<file path="config.mk">
export PLATFORM = sky130hd
export DESIGN_NAME = signed_lshift_div
export DESIGN_NICKNAME = d
export VERILOG_FILES = /design/src/rtl/signed_lshift_div.sv
export SDC_FILE = /design/constraint.sdc
export NUM_CORES = 1
export LEC_CHECK = 0
export ABC_AREA = 1
export BUFFER_PORTS_ARGS = -buffer_cell sky130_fd_sc_hd__buf_2
export CORE_UTILIZATION = 49
export DETAILED_ROUTE_END_ITERATION = 16
export MAX_ROUTING_LAYER = met4
export PLACE_DENSITY = 0.67
export SLEW_MARGIN = 40
export SYNTH_ARGS = -nofsm -noshare
export SYNTH_HDL_FRONTEND = slang
export SYNTH_SLANG_ARGS = --single-unit
</file>
<file path="constraint.sdc">
create_clock -name clk -period 2.5 [get_ports clk]
set_input_delay 0.375 -clock clk [delete_from_list [all_inputs] [get_ports clk]]
set_output_delay 0.375 -clock clk [all_outputs]
set_load 0.02 [all_outputs]
</file>
<file path="src/rtl/signed_lshift_div.sv">
// Sequential k-bit signed divider: restoring shift-left/subtract on magnitudes, one quotient bit per clock.
// Define SIGNED_DIV_OVF_EN to add the ovf port and saturate the -2^(k-1)/-1 quotient.
module signed_lshift_div #(
    parameter int k = 8
) (
    input  logic         clk,
    input  logic         rst_n,
    input  logic         start,
    input  logic [k-1:0] dividend,
    input  logic [k-1:0] divisor,
    output logic         busy,
    output logic         done,
    output logic [k-1:0] quotient,
    output logic [k-1:0] remainder,
    output logic         div_by_zero
`ifdef SIGNED_DIV_OVF_EN
    ,
    output logic         ovf
`endif
);

    localparam logic [1:0] IDLE = 2'd0;
    localparam logic [1:0] RUN  = 2'd1;
    localparam logic [1:0] FIX  = 2'd2;
    localparam logic [1:0] DONE = 2'd3;
    localparam int CW = $clog2(k + 1);

    logic [1:0]    state_q, state_d;
    logic [k:0]    pRem_q, pRem_d;
    logic [k-1:0]  quo_q, quo_d;
    logic [k-1:0]  dMag_q, dMag_d;
    logic [CW-1:0] count_q, count_d;
    logic          dvdNeg_q, dvdNeg_d;
    logic          dvsNeg_q, dvsNeg_d;
    logic          divZero_q, divZero_d;
    logic [k-1:0]  quotient_q, quotient_d;
    logic [k-1:0]  remainder_q, remainder_d;
    logic          divByZero_q, divByZero_d;
`ifdef SIGNED_DIV_OVF_EN
    logic          ovf_q, ovf_d;
`endif

    logic          accept;
    logic [k+1:0]  shifted;
    logic [k+1:0]  trial;
    logic [k-1:0]  quoNeg;
    logic [k-1:0]  remNeg;

    // The trial subtraction is one bit wider than P so its sign bit says whether the divisor fit.
    assign accept  = start && (state_q == IDLE || state_q == DONE);
    assign shifted = {pRem_q, quo_q[k-1]};
    assign trial   = shifted - {2'b00, dMag_q};
    assign quoNeg  = ~quo_q + k'(1);
    assign remNeg  = ~pRem_q[k-1:0] + k'(1);

    always_comb begin
        state_d     = state_q;
        pRem_d      = pRem_q;
        quo_d       = quo_q;
        dMag_d      = dMag_q;
        count_d     = count_q;
        dvdNeg_d    = dvdNeg_q;
        dvsNeg_d    = dvsNeg_q;
        divZero_d   = divZero_q;
        quotient_d  = quotient_q;
        remainder_d = remainder_q;
        divByZero_d = divByZero_q;
`ifdef SIGNED_DIV_OVF_EN
        ovf_d       = ovf_q;
`endif
        case (state_q)
            IDLE: state_d = IDLE;
            RUN: begin
                quo_d = {quo_q[k-2:0], ~trial[k+1]};
                if (!trial[k+1]) begin
                    pRem_d = trial[k:0];
                end else begin
                    pRem_d = shifted[k:0];
                end
                count_d = count_q - CW'(1);
                if (count_q == CW'(1)) begin
                    state_d = FIX;
                end
            end
            FIX: begin
                state_d = DONE;
                if (divZero_q) begin
                    quotient_d  = '1;
                    remainder_d = dvdNeg_q ? quoNeg : quo_q;
                    divByZero_d = 1'b1;
                end else begin
                    quotient_d  = (dvdNeg_q ^ dvsNeg_q) ? quoNeg : quo_q;
                    remainder_d = dvdNeg_q ? remNeg : pRem_q[k-1:0];
                    divByZero_d = 1'b0;
                end
`ifdef SIGNED_DIV_OVF_EN
                // Only -2^(k-1)/-1 yields a same-sign magnitude with the top bit set.
                ovf_d = !divZero_q && !(dvdNeg_q ^ dvsNeg_q) && quo_q[k-1];
                if (ovf_d) begin
                    quotient_d = {1'b0, {(k-1){1'b1}}};
                end
`endif
            end
            default: state_d = IDLE;
        endcase

        // Magnitudes stay k-bit unsigned so -2^(k-1) maps to 2^(k-1) exactly.
        if (accept) begin
            dvdNeg_d  = dividend[k-1];
            dvsNeg_d  = divisor[k-1];
            quo_d     = dividend[k-1] ? (~dividend + k'(1)) : dividend;
            dMag_d    = divisor[k-1] ? (~divisor + k'(1)) : divisor;
            pRem_d    = '0;
            count_d   = CW'(k);
            divZero_d = (divisor == '0);
            state_d   = (divisor == '0) ? FIX : RUN;
        end
    end

    always_ff @(posedge clk) begin
        if (!rst_n) begin
            state_q     <= IDLE;
            pRem_q      <= '0;
            quo_q       <= '0;
            dMag_q      <= '0;
            count_q     <= '0;
            dvdNeg_q    <= 1'b0;
            dvsNeg_q    <= 1'b0;
            divZero_q   <= 1'b0;
            quotient_q  <= '0;
            remainder_q <= '0;
            divByZero_q <= 1'b0;
`ifdef SIGNED_DIV_OVF_EN
            ovf_q       <= 1'b0;
`endif
        end else begin
            state_q     <= state_d;
            pRem_q      <= pRem_d;
            quo_q       <= quo_d;
            dMag_q      <= dMag_d;
            count_q     <= count_d;
            dvdNeg_q    <= dvdNeg_d;
            dvsNeg_q    <= dvsNeg_d;
            divZero_q   <= divZero_d;
            quotient_q  <= quotient_d;
            remainder_q <= remainder_d;
            divByZero_q <= divByZero_d;
`ifdef SIGNED_DIV_OVF_EN
            ovf_q       <= ovf_d;
`endif
        end
    end

    assign busy        = (state_q == RUN) || (state_q == FIX);
    assign done        = (state_q == DONE);
    assign quotient    = quotient_q;
    assign remainder   = remainder_q;
    assign div_by_zero = divByZero_q;
`ifdef SIGNED_DIV_OVF_EN
    assign ovf         = ovf_q;
`endif

endmodule
</file>
==> impl_metrics.json <==
{
  "outcome": "complete, no violations",
  "muxShareOfSynthArea": 0,
  "cts_made_buffers": 5,
  "grt_max_degree": 20,
  "worst-path-stages": 8,
  "worst_pin_slew_ns": 0.604,
  "grt_setup_unrepaired": "no",
  "std_cell_rows": 30,
  "ys_seq_area_frac": 0.295,
  "r2r_cells": 8,
  "setup_ws_ns": 0.428,
  "remaining_drc_errors": 0,
  "synth_top_area_cell": "dfxtp_1",
  "clockRootBuffer": "clkbuf_8",
  "clock-sinks": 51,
  "wirelength_um": 8330,
  "synthFlopType": "dfxtp_1",
  "vias_per_cell": 5.14,
  "max-vdd-ir-drop_mv": 0.640,
  "setup-tns-final_ns": 0,
  "syn_avg_cell_area_um2": 6.86,
  "antenna_found_initial": 0,
  "synth_area_leaders": "dfxtp_1, nand2_1, inv_1",
  "crit_type": "flop to flop",
  "power.density_nw_per_um2": 1580,
  "syn_area_um2": 3460,
  "netlist.area_leader.share": 0.295,
  "first_iter_violations": 218,
  "portBuffers": 37,
  "antenna_cells": 0,
  "ctsHtreeMaxLevel": 2,
  "synth-simple-area-share": 0.324,
  "ys_types": 43,
  "min_path_type": "input pin to flop",
  "pre_cts_ws_ns": 0.407,
  "drt_first_pass_iters": 4,
  "wire_per_inst_um": 13.0,
  "synthCells": 504,
  "die_area_um2": 7400,
  "startpoint_type": "flop",
  "yosysWarningCount": 0,
  "dp_hpwl_um": 6630,
  "nNetsFinal": 581,
  "clk_latency_ns": 0.31,
  "ios": 38,
  "place_congestion": 0.880,
  "synth_edf_count": 0,
  "cap_violations": 0,
  "synth_common_cells": "nand2_1, inv_1, dfxtp_1",
  "holdBufCountCts": 0,
  "yosysMostFrequentCell": "nand2_1",
  "synth_top_family_by_area": "simple AND/OR/NAND/NOR gates",
  "initial_core_util": 0.509,
  "worst_path_max_delay_cell": "dfxtp_1",
  "hold_viol_final": 0,
  "ant_nets": 0,
  "holdWs_ns": 0.343,
  "stdcell_area_um2": 3890,
  "post-cts-setup-buffers": 0,
  "area_growth_pct": 12.4,
  "fmax_ghz": 0.483,
  "path_delay_family": "simple AND/OR/NAND/NOR gates",
  "coreArea_um2": 6790,
  "drv_slew": 0,
  "cp.arrival_ns": 2.27,
  "synth.ff_latch_count": 51,
  "p_leak_nw": 1.79,
  "fillers": 657,
  "slowest_delay_ns": 0.43,
  "synth_xor_area_frac": 0.0329,
  "clk_pin_slew_ns": 0.10,
  "synth-compound-area-share": 0.167,
  "hold_depth": 3,
  "syn-num-nets": 543,
  "synth_adder_area_share": 0.0745,
  "setup_viol": 0,
  "worstSetupEndpointType": "flop",
  "die_x_um": 86.0,
  "finalCritPeriodShare": 0.829,
  "cp.required_ns": 2.70,
  "drive_gt1_frac": 0.180,
  "die_h_um": 86.0,
  "critPathMaxFanout": 9,
  "vias": 3283,
  "placed_cell_area_um2": 3770,
  "cp_cell_sequence": "inv_1, ha_1, nand2_1, inv_2, nor2_1, inv_2, o21ai_0, nor2_1",
  "grt_first_pass_wirelength_um": 14200,
  "relSlewSlack": 0.597,
  "gr-usage-all-layers": 0.248,
  "clk_path_buf_depth": 2,
  "fin_skew_ns": 0.0109,
  "finalCriticalPeriod_ns": 2.07,
  "cts_tree": "done",
  "grt-ovfl-total": 0,
  "critPathBufInv": 3,
  "post_cts_resized": 0,
  "ys_async_sr_fraction": 0,
  "grt_pass1_vias": 3033
}
## sequential cells by signal, indices dropped and copies added, names as in the netlist, 2 cells and up
| register | cells |
|---|---|
| count_q | 4 |
| dMag_q | 8 |
| pRem_q | 9 |
| quo_q | 8 |
| state_q | 2 |
| quotient | 8 |
| remainder | 8 |
## worst min-delay path, delay by kind of cell
| family | cells | cell delay [ns] |
|---|---|---|
| AOI/OAI and AO/OA | 1 | 0.09 |
| xor gates and xnor gates | 1 | 0.06 |
| buffers and inverters | 1 | 0.09 |
## power breakdown
group          leakage, nW  internal (mW)  switching, mW  total (mW)
Clock               0.0618          0.330          0.297       0.626
Sequential           0.416           1.05          0.237        1.29
Combinational         1.31           1.47           2.75        4.22
Total                 1.79           2.85           3.28        6.13
## cells in the final DEF, fill, tap and decap left out, types with 7 or more instances in the layout
cell type,instances
a31oi_1,8
buf_2,37
xor2_1,11
nand3_2,8
a21oi_1,24
o211ai_1,8
nand3_1,49
o22ai_1,9
nand2_1,107
a21oi_2,8
nand2_2,11
inv_1,77
dfxtp_1,51
nor2_1,27
buf_4,7
o21ai_0,24
nor3_1,11
ha_1,19
## through the flow
stage                     utilization  power (mW)  cells
after floorplan                     -        4.66    504
after detailed placement        0.554        5.53    631
final                           0.572        6.13    639
after global routing            0.572        6.74    639
after CTS                       0.572        6.17    639
after global placement          0.553        5.46    631
## metal layers
| layer | up-vias | wire (µm) | global-route usage | part of all wire |
|---|---|---|---|---|
| li1 | 1733 | - | - | - |
| met1 | 1459 | 4050 | 0.342 | 0.49 |
| met2 | 76 | 3750 | 0.380 | 0.45 |
| met3 | 15 | 372 | 0.0298 | 0.045 |
| met4 | 0 | 160 | 0.0727 | 0.019 |
| met5 | - | 0 | - | 0 |
## path summary, 6_finish.rpt
kind / endpoint / slack (ns) / startpoint
min: dMag_q[4]$_SDFFE_PN0P_ / 0.34 / divisor[4]
min reg2reg: dMag_q[3]$_SDFFE_PN0P_ / 0.49 / dMag_q[3]$_SDFFE_PN0P_
max: quo_q[7]$_SDFFE_PN0P_ / 0.43 / state_q[0]$_SDFFE_PN0P_
max reg2reg: quo_q[7]$_SDFFE_PN0P_ / 0.43 / state_q[0]$_SDFFE_PN0P_
## cells by family after synthesis
kind of cell	Yosys count
xor+xnor	13
fa+ha+maj	20
compound gates	93
simple gates	232
buf+inv	95
flops	51
## cell type report
class	instances	area, µm²	share of cell area
inverters	82	308	0.0792
repair buffers	44	238	0.0612
multi-input cells	358	2080	0.535
flip-flops and latches	51	1020	0.263
clock inverters	2	38.8	0.00998
well taps	96	120	0.0309
clock buffers	6	82.6	0.0212
No activity file was read; power rests on OpenSTA's default activity.
